File: config.mk
export PLATFORM = sky130hd
export DESIGN_NAME = hello_scroll_ctrl
export DESIGN_NICKNAME = d
export VERILOG_FILES = /design/src/rtl/hello_scroll_ctrl.sv
export SDC_FILE = /design/constraint.sdc
export NUM_CORES = 1
export LEC_CHECK = 0
export CORE_ASPECT_RATIO = 2
export CORE_UTILIZATION = 52
export DETAILED_ROUTE_END_ITERATION = 8
export PLACE_DENSITY = 0.76
export SLEW_MARGIN = 20
export SYNTH_ARGS = -nofsm -noshare
export SYNTH_HDL_FRONTEND = slang
export SYNTH_SLANG_ARGS = --single-unit
File: constraint.sdc
create_clock -name CLOCK_50 -period 4.8 [get_ports CLOCK_50]
set_input_delay 0.48 -clock CLOCK_50 [delete_from_list [all_inputs] [get_ports CLOCK_50]]
set_output_delay 0.48 -clock CLOCK_50 [all_outputs]
set_load 0.02 [all_outputs]
File: src/rtl/hello_scroll_ctrl.sv
// Rotation-select sequencer for the scrolling HELLO display (auto scroll, single step, load).
// Optional build macro HELLO_SCROLL_DWELL_EN pauses at rotation 0 for DWELL_TICKS scroll periods.
`timescale 1ns/1ps
module hello_scroll_ctrl #(
    parameter int TICK_DIV    = 25000000,
    parameter int DWELL_TICKS = 2
) (
    input  logic       CLOCK_50,
    input  logic       Resetn,
    input  logic       run,
    input  logic       dir,
    input  logic       step,
    input  logic       load,
    input  logic [2:0] load_val,
    output logic [2:0] rot_sel,
    output logic       tick,
    output logic       running
);

    localparam int PW = $clog2(TICK_DIV);
    localparam logic [PW-1:0] PRE_LAST = PW'(TICK_DIV - 1);

    typedef enum logic [1:0] {
        IDLE  = 2'd0,
        RUN   = 2'd1,
        DWELL = 2'd2
    } state_t;

    state_t        state;
    state_t        state_nxt;
    logic [PW-1:0] pre_cnt;
    logic [PW-1:0] pre_nxt;
    logic [2:0]    rot_nxt;
    logic [2:0]    adv_val;
    logic          tick_nxt;
    logic          running_nxt;
    logic          advance;
    logic          step_s1;
    logic          step_s2;
    logic          step_hist;
    logic          step_rise;

`ifdef HELLO_SCROLL_DWELL_EN
    localparam bit DWELL_ON = (DWELL_TICKS > 0);
    localparam int DW = (DWELL_TICKS > 1) ? $clog2(DWELL_TICKS) : 1;
    localparam logic [DW-1:0] DWELL_LAST = DW'(DWELL_TICKS - 1);

    logic [DW-1:0] dwell_cnt;
    logic [DW-1:0] dwell_nxt;
    logic          dwell_done;

    assign dwell_done = (dwell_cnt == DWELL_LAST);

    // Counts completed prescaler periods while parked in DWELL; zero anywhere else.
    always_comb begin
        dwell_nxt = '0;
        if (state == DWELL && state_nxt == DWELL) begin
            dwell_nxt = (pre_cnt == PRE_LAST) ? dwell_cnt + 1'b1 : dwell_cnt;
        end
    end

    always_ff @(posedge CLOCK_50 or negedge Resetn) begin
        if (!Resetn) begin
            dwell_cnt <= '0;
        end else begin
            dwell_cnt <= dwell_nxt;
        end
    end
`else
    // Dwell compiled out: the entry condition is constant false, so DWELL is unreachable.
    localparam bit DWELL_ON = (DWELL_TICKS < 0);
`endif

    assign step_rise = step_s2 & ~step_hist;
    assign adv_val   = dir ? (rot_sel - 3'd1) : (rot_sel + 3'd1);

    always_ff @(posedge CLOCK_50 or negedge Resetn) begin
        if (!Resetn) begin
            step_s1   <= 1'b0;
            step_s2   <= 1'b0;
            step_hist <= 1'b0;
        end else begin
            step_s1   <= step;
            step_s2   <= step_s1;
            step_hist <= step_s2;
        end
    end

    always_ff @(posedge CLOCK_50 or negedge Resetn) begin
        if (!Resetn) begin
            state   <= IDLE;
            pre_cnt <= '0;
            rot_sel <= 3'd0;
            tick    <= 1'b0;
            running <= 1'b0;
        end else begin
            state   <= state_nxt;
            pre_cnt <= pre_nxt;
            rot_sel <= rot_nxt;
            tick    <= tick_nxt;
            running <= running_nxt;
        end
    end

    always_comb begin
        state_nxt = state;
        pre_nxt   = pre_cnt;
        rot_nxt   = rot_sel;
        tick_nxt  = 1'b0;
        advance   = 1'b0;

        case (state)
            IDLE: begin
                pre_nxt = '0;
                advance = step_rise;
                if (run) begin
                    state_nxt = RUN;
                end
            end
            RUN: begin
                if (!run) begin
                    state_nxt = IDLE;
                    pre_nxt   = '0;
                end else if (pre_cnt == PRE_LAST) begin
                    pre_nxt = '0;
                    advance = 1'b1;
                end else begin
                    pre_nxt = pre_cnt + 1'b1;
                end
            end
            DWELL: begin
`ifdef HELLO_SCROLL_DWELL_EN
                if (!run) begin
                    state_nxt = IDLE;
                    pre_nxt   = '0;
                end else if (pre_cnt == PRE_LAST) begin
                    pre_nxt = '0;
                    if (dwell_done) begin
                        state_nxt = RUN;
                    end
                end else begin
                    pre_nxt = pre_cnt + 1'b1;
                end
`else
                state_nxt = run ? RUN : IDLE;
                pre_nxt   = '0;
`endif
            end
            default: begin
                state_nxt = IDLE;
                pre_nxt   = '0;
            end
        endcase

        // A load overrides any advance in the same cycle and restarts the scroll period.
        if (load) begin
            rot_nxt = load_val;
            pre_nxt = '0;
            if (state == DWELL && run) begin
                state_nxt = RUN;
            end
        end else if (advance) begin
            rot_nxt  = adv_val;
            tick_nxt = 1'b1;
            if (state == RUN && DWELL_ON && adv_val == 3'd0) begin
                state_nxt = DWELL;
            end
        end

        running_nxt = (state_nxt != IDLE);
    end

endmodule

* Word level (Yosys, flattened, before mapping)
Index checks and enable logic that the tools add are counted.
Storage, ports and cells: word-level logic and storage cells 38, output and inout port bits 5, register bits 35, input port bits 9
Cells by class: reductions and logical operators 4, eq/ne operators 3, mux-type cells 18, bitwise gates (word level) 2, $add $sub $neg 3
Operators by type and width (number):
- $mux 25 | 4
- $add 25x1->25 const B | 1
- $eq 25x25->1 const B | 1
- $mux 3 | 3
- $mux 2 | 4
- $pmux 2 s3 | 1
- $mux 1 | 5
- $reduce_bool 2->1 | 2
- $add 3x1->3 const B | 1
- $sub 3x1->3 const B | 1
- $eq 2x1->1 const B | 1
- $eq 2x2->1 const B | 1
- $logic_not 2->1 | 1
- $pmux 1 s2 | 1
- $and 1x1->1 | 1
- $logic_and 1x1->1 | 1
- $not 1->1 | 1

* Logic depth before layout (Yosys ltp)
Gate-level depths: netlist (run 1).
depth in word-level cells 6, depth in mapped cells 7, depth with buffers taken out 6

* Worst setup path after synthesis (run 1)
Ideal clock, no wire load.
path kind register -> register, from register pre_cnt[0], to register pre_cnt[2], data required time 4.679 ns, arrival time 1.595 ns, library setup time 0.121 ns, cell stages (with the launch flop) 8, buffers on the path 2, clock period less this slack 1.716 ns, setup slack 3.084 ns, cells stage by stage dfrtp_1 -> ha_1 -> clkbuf_2 -> nor4b_1 -> nand4_1 -> o21ai_2 -> buf_2 -> nor2_1
On the way: longest elaborated chain between the ends 5, elaborated cells on any way between the ends 6, classes of those cells add/sub (1); eq/ne (1); mux (4)
RTL lines:
- start, declared | RTL line 31 | logic [PW-1:0] pre_cnt;
- start signal, assigned | RTL line 98 | pre_cnt <= pre_nxt;
- $add 25x1->25 / $eq 25x25->1 (equally long branches) | RTL line 128, 124
- $mux 25 (*) | RTL line 124 | end else if (pre_cnt == PRE_LAST) begin
- $mux 25 (*) | RTL line 121 | if (!run) begin
- $mux 25 (*) | RTL line 112 | case (state)
- $mux 25 (*) | RTL line 156 | if (load) begin
- named net pre_nxt[2] | RTL line 32 | logic [PW-1:0] pre_nxt;
Mark *: on every way through the listed nets, which the timed path passes. The rest lies on a longest branch. A chain may end at the register's enable or synchronous reset.

* Final worst setup path (run 1)
from register pre_cnt[0], to register pre_cnt[6]
Same word-level chain as after synthesis.

==> results.tsv, run 1 <==
metric	value	unit
Worst Skew	0.00419	ns
total global-route track usage	22.6	%
final cell count without fillers	220	
Final Hold Vio Count	0	
total die area	0.00365	sq mm
Final #Nets	199	
Worst Setup End Kind	flop	
post-CTS setup buffer count	0	
Area Growth Syn to Fin	12.5	%
H-tree levels	2	
max_slew headroom	35.0	%
top cells by area, synth	dfrtp_1 (50%), xor2_1 (5.4%), a21oi_1 (3.4%), nor2_1 (3.4%), o21ai_0 (3.1%)	
Slowest cell on crit path	o21ai_2	
synthesis-stage register bit count	35	
Sw Ratio	23.1	%
Max Cap Violations	0	
wire length per cell	16.0	microns
sequential area share after synthesis	49.5	%
Synthesis Warnings	0	
Worst EP required	4.93	ns
CP bufs+invs	0	
number of distinct library cells after synthesis	43	
RSZ-0062 raised after global routing	false	
Worst-path clk slew	0.06	ns
first-pass GRT wire length	6270	microns
XOR/XNOR Fraction of Synth Area	5.94	%
largest net degree at the start of global routing	36	
Max clock buf depth	2	
top cell type's share of synthesized area	49.5	%
ports placed on the boundary	14	
clock sinks	35	
initial cell density of the core	55.4	%
Die Height	84.5	microns
post-synthesis instance total	174	
outcome	completed	
CP Cell Sequence	ha_1 > nor4b_1 > nand4_1 > o21ai_2 > nor2_1	
post_cts resized	0	
final period utilization	48.5	%
drt initial violations	26	
IO buf count	13	
First-pass DRT Iterations	4	
Fmax achieved	429	MHz
CTS tree	yes	
DP HPWL	2500	microns
Clock power frac	38.6	%
antenna viol nets, final	0	
CP max stage delay	0.84	ns
Die X	43.2	microns
layout filler cell count	294	
Site Rows	29	
post-synthesis simple-gate area fraction	25.3	%
Syn Nets	185	
Final TNS setup	0	ns
register area	876	sq um
share of power burned in registers	51.4	%
minimum clock period	2.33	ns
CP arrival	2.46	ns
Cell Int Power	0.462	mW
Post-Place Cells	212	
total CTS buffers	5	
CP startpoint kind	flop	
switching pwr	0.139	mW
grt total ovfl	0	
initial antenna violation count	0	
synthesized cell area	0.00177	sq mm
commonest non-fill, non-tap cell in the layout	dfrtp_1	
n_diodes	0	
post-synthesis compound-gate area fraction	12.8	%
vias	1364	
via/cell ratio	6.20	
hold_buf cts	0	
R2R setup slack	2.47	ns
area leader, netlist	dfrtp_1	
PwrDens	302	mW/mm^2
Comb pwr share	10.0	%
vias in the first global route	1426	
worst hold path class	reg2reg	
Core ar.	0.00319	sq mm
Least-Margin Pin Slew	0.974	ns
CTS root buf	clkbuf_8	
ys flop type	dfrtp_1	
maximum fanout along the worst path	25	
main combinational cell family by area after synthesis	simple AND/OR/NAND/NOR gates	
layout cells sized above 1	8.99	%
global placer's final weighted congestion	0.799	
clk_lat worst skew	0.29	ns
Avg Inst Size Synth	10.2	sq um
critical path type	reg2reg	
DRC	0	
most frequent cells in the layout	dfrtp_1 (35), nor2_1 (16), clkdlybuf4s50_1 (13), a21oi_1 (12), nand2_1 (12)	
asr flop ratio synth	100	%
delay-heaviest family, CP	compound AO/OA/AOI/OAI gates	
static leakage	0.820	nW
Post-synth EDFFs	0	
adder-cell share of the synthesized area	1.84	%
VDD IR max	0.000262	V
max-slew violations	0	
Post-Route WL	3530	microns
mux contribution to synthesized area	0	%
WHS	0.352	ns
# setup viols final	0	
Multi-input gate area	816	sq um
[Yosys cell counts, types with 2 or more instances]
| library cell | number |
|---|---|
| o22ai_1 | 2 |
| nand2_1 | 12 |
| buf_6 | 2 |
| o31ai_1 | 4 |
| a21oi_1 | 12 |
| or4_1 | 4 |
| nand3_1 | 9 |
| a21boi_0 | 2 |
| inv_1 | 6 |
| dfrtp_1 | 35 |
| nor4b_1 | 2 |
| and3_2 | 2 |
| or3_1 | 8 |
| nand4_4 | 2 |
| nor2_1 | 16 |
| nor3b_1 | 2 |
| o21ai_0 | 11 |
| xor2_1 | 11 |
| nand4_1 | 5 |
| buf_2 | 2 |
| and3_1 | 2 |
| o21a_1 | 2 |
[path summary, 6_finish.rpt]
path,startpoint,to,cells after the start
worst max-delay path,pre_cnt[0]$_DFF_PN0_,pre_cnt[6]$_DFF_PN0_,5
worst min-delay path,step_s1$_DFF_PN0_,step_s2$_DFF_PN0_,0
worst max register to register,pre_cnt[0]$_DFF_PN0_,pre_cnt[6]$_DFF_PN0_,5
worst min register to register,step_s1$_DFF_PN0_,step_s2$_DFF_PN0_,0
max in group asynchronous,Resetn,pre_cnt[2]$_DFF_PN0_,2
min in group asynchronous,Resetn,pre_cnt[6]$_DFF_PN0_,2
[metrics by stage]
stage,utilization (%),area (sq um),setup WS [ns],power (mW)
finish,62.3,1990,2.47,0.600
global route,62.3,1990,2.25,0.627
CTS,62.3,1990,2.47,0.607
detailed placement,59.2,1890,2.45,0.375
global placement,59.2,1890,2.57,0.372
floorplan,-,1770,3.08,0.343
[layer usage]
layer | part of all wire (%) | global-route usage, % | up-vias
li1 | - | - | 650
met1 | 36 | 24.7 | 664
met2 | 56 | 39.1 | 40
met3 | 4.4 | 4.52 | 10
met4 | 3.4 | 12.1 | 0
met5 | 0 | 0 | -
[flip-flops by register name (all words and copies together) (netlist names)]
| signal | flops |
|---|---|
| pre_cnt | 25 |
| step_hist | 1 |
| running | 1 |
| state | 2 |
| tick | 1 |
| rot_sel | 3 |
| step_s1 | 1 |
| step_s2 | 1 |
[cell type report]
class / count / share of cell area (%)
sequential: 35 / 44.0
multi-input combinational: 126 / 41.0
timing repair buffer: 14 / 6.91
clock buffer: 8 / 5.03
tap: 31 / 1.95
inverter: 6 / 1.13
[power groups by stage]
| stage | combinational, mW | clock [mW] | sequential, mW |
|---|---|---|---|
| 6_report | 0.0602 | 0.232 | 0.309 |
| 3_5_place_dp | 0.0602 | 0 | 0.314 |
| 5_1_grt | 0.0672 | 0.250 | 0.310 |
| 3_3_place_gp | 0.0579 | 0 | 0.314 |
| 2_1_floorplan | 0.0223 | 0 | 0.321 |
| 4_1_cts | 0.0610 | 0.237 | 0.309 |
[kinds of logic (layout without fill, tap and decap cells)]
group                      Yosys count  in the layout
other                                1              1
and+or+nand+nor                     73             73
AOI/OAI and AO/OA                   38             38
buffers and inverters               13             28
adders and majority gates            2              2
xor gates and xnor gates            12             12
DFF                                 35             35
Power figures use the tool's default switching activity.
==> run 2, diff against run 1 <==
Clock period 4.8 ns to 2.4 ns, I/O delays scaled along.
==> run 2 against run 1 <==
First-iteration DRC count up 19%. Register-to-register slack worse by 2.1 ns. Fmax up 15%. Sequential cell count unchanged. Combinational power up 98%. Routed wire length down 4.5%. Global-route usage down 1.3 points. Critical path depth down 1. Critical path type unchanged. Die area unchanged. Sequential share of layout area down 0.17 points. Clock skew up 0.0035 ns. Critical endpoint is now pre_cnt[24]$_DFF_PN0_. Highest routed layer unchanged.
==> results.tsv, run 2 (synthesis results as in run 1) <==
metric	value	unit	change
antenna viol nets, final	0		unchanged
Final Hold Vio Count	0		unchanged
total global-route track usage	21.2	%	-1.3 points
PwrDens	597	mW/mm^2	+98%
worst flop-to-flop path endpoint	pre_cnt[24]$_DFF_PN0_		
vias in the first global route	1391		-2.5%
max-slew violations	0		unchanged
Fmax achieved	496	MHz	+15%
largest net degree at the start of global routing	36		unchanged
area post-placement	0.00190	sq mm	+0.40%
clk_lat worst skew	0.28	ns	about the same
CP Cell Sequence	and4_1 > nand4_2 > or4_1 > a21oi_1		
Core ar.	0.00319	sq mm	unchanged
Reg with most FFs	pre_cnt		
Slowest cell on crit path	or4_1		
register area	876	sq um	unchanged
post_cts resized	0		unchanged
DP HPWL	2370	microns	-5.4%
fin util	62.6	%	+0.24 points
H-tree levels	2		unchanged
final cell count without fillers	221		+0.45%
FF-to-FF path depth	4		-1
global placer's final weighted congestion	0.812		+1.6%
Clock power frac	38.2	%	-0.4 points
Die Height	84.5	microns	unchanged
layout filler cell count	269		-8.5%
WHS	0.350	ns	-0.00119 ns
Cell Int Power	0.924	mW	+100%
post-CTS setup buffer count	0		unchanged
Final #Nets	200		+0.50%
final period utilization	84.0	%	+36 points
outcome	completed		
switching pwr	0.269	mW	+94%
hold_buf cts	0		unchanged
Worst Setup End Kind	flop		
leading registers by flop count	pre_cnt: 25 flops, rot_sel: 3 flops, state: 2 flops		
via/cell ratio	6.08		-2.0%
VDD IR max	0.000389	V	+49%
Multi-input gate area	816	sq um	unchanged
Worst Skew	0.00770	ns	+0.00351 ns
Sw Ratio	22.6	%	-0.53 points
drt initial violations	31		+19%
first-pass GRT wire length	5870	microns	-6.3%
share of power burned in registers	51.8	%	+0.4 points
Max Cap Violations	0		unchanged
commonest non-fill, non-tap cell in the layout	dfrtp_1		
Max clock buf depth	2		unchanged
Largest register FFs	25		unchanged
Critical Path Sink	pre_cnt[24]$_DFF_PN0_		
CTS root buf	clkbuf_8		
most frequent cells in the layout	dfrtp_1 (35), nor2_1 (16), clkdlybuf4s50_1 (13), a21oi_1 (12), nand2_1 (12)		
R2R setup slack	0.38	ns	-2.09 ns
grt total ovfl	0		unchanged
initial antenna violation count	0		unchanged
CP startpoint kind	flop		
wire length per cell	15.2	microns	-4.9%
RSZ-0062 raised after global routing	false		
CTS tree	yes		
IO buf count	13		unchanged
# setup viols final	0		unchanged
static leakage	0.824	nW	+0.51%
Site Rows	29		unchanged
initial cell density of the core	55.4	%	unchanged
Setup crit start	pre_cnt[2]$_DFF_PN0_		
worst hold path class	reg2reg		
Area Growth Syn to Fin	12.9	%	
First-pass DRT Iterations	4		unchanged
layout cells sized above 1	9.47	%	+0.48 points
critical path type	reg2reg		
ports placed on the boundary	14		unchanged
Final TNS setup	0	ns	unchanged
total CTS buffers	5		unchanged
Post-Route WL	3370	microns	-4.5%
Die X	43.2	microns	unchanged
CP arrival	2.23	ns	-0.23 ns
CP max stage delay	0.57	ns	-0.27 ns
RR Startpoint	pre_cnt[2]$_DFF_PN0_		
n_diodes	0		unchanged
DRC	0		unchanged
total die area	0.00365	sq mm	unchanged
clock sinks	35		unchanged
Comb pwr share	9.9	%	about the same
vias	1343		-1.5%
maximum fanout along the worst path	13		-48%
Worst-path clk slew	0.07	ns	about the same
Worst EP required	2.61	ns	-2.32 ns
fin area	0.00200	sq mm	+0.38%
minimum clock period	2.02	ns	-0.312 ns
Post-Place Cells	213		+0.47%
## run 2: cell types whose count changed in the layout (fill, tap and decap cells not counted)
cell | previous run | this run
buf_4 | 1 | 2
## run 2: power groups by stage
stage | Combinational (mW) | Clock, mW | Sequential (mW)
finish | 0.119 | 0.456 | 0.618
global route | 0.133 | 0.499 | 0.620
CTS | 0.121 | 0.472 | 0.618
detailed placement | 0.120 | 0 | 0.630
global placement | 0.117 | 0 | 0.628
floorplan | 0.0446 | 0 | 0.642
## run 2: worst min path at each step
stage,cells past startpoint,from,endpoint
final,0,step_s1$_DFF_PN0_,step_s2$_DFF_PN0_
after global routing,0,step_s1$_DFF_PN0_,step_s2$_DFF_PN0_
after CTS,0,step_s1$_DFF_PN0_,step_s2$_DFF_PN0_
after detailed placement,0,step_s1$_DFF_PN0_,step_s2$_DFF_PN0_
after global placement,0,step_s1$_DFF_PN0_,step_s2$_DFF_PN0_
after floorplan,0,Resetn,pre_cnt[0]$_DFF_PN0_
## run 2: per-layer routing
| metal | track usage (%) | vias up | wire (microns) |
|---|---|---|---|
| met1 | 22.4 | 655 | 1330 |
| met2 | 36.6 | 24 | 1830 |
| met4 | 12.1 | 0 | 95 |
| li1 | - | 657 | - |
| met3 | 5.16 | 7 | 111 |
| met5 | 0 | - | 0 |
## run 2: worst max-delay path: cells and delay by family, from the launching register on
family / cells / cell delay (ns)
flip-flops: 1 / 0.41
AND/OR/NAND/NOR: 3 / 1.37
AO/OA/AOI/OAI: 1 / 0.16
## run 2: stage by stage
stage	power [mW]	setup WS, ns
floorplan	0.686	0.684
global placement	0.745	0.421
detailed placement	0.750	0.374
CTS	1.21	0.381
global route	1.25	0.232
finish	1.19	0.383
## run 2: final cells by class
type                    instances  area share [%]
clock buffers                   8            5.01
inverters                       6            1.13
multi-input cells             126            40.8
flip-flops and latches         35            43.8
well taps                      31            1.94
repair buffers                 15            7.26
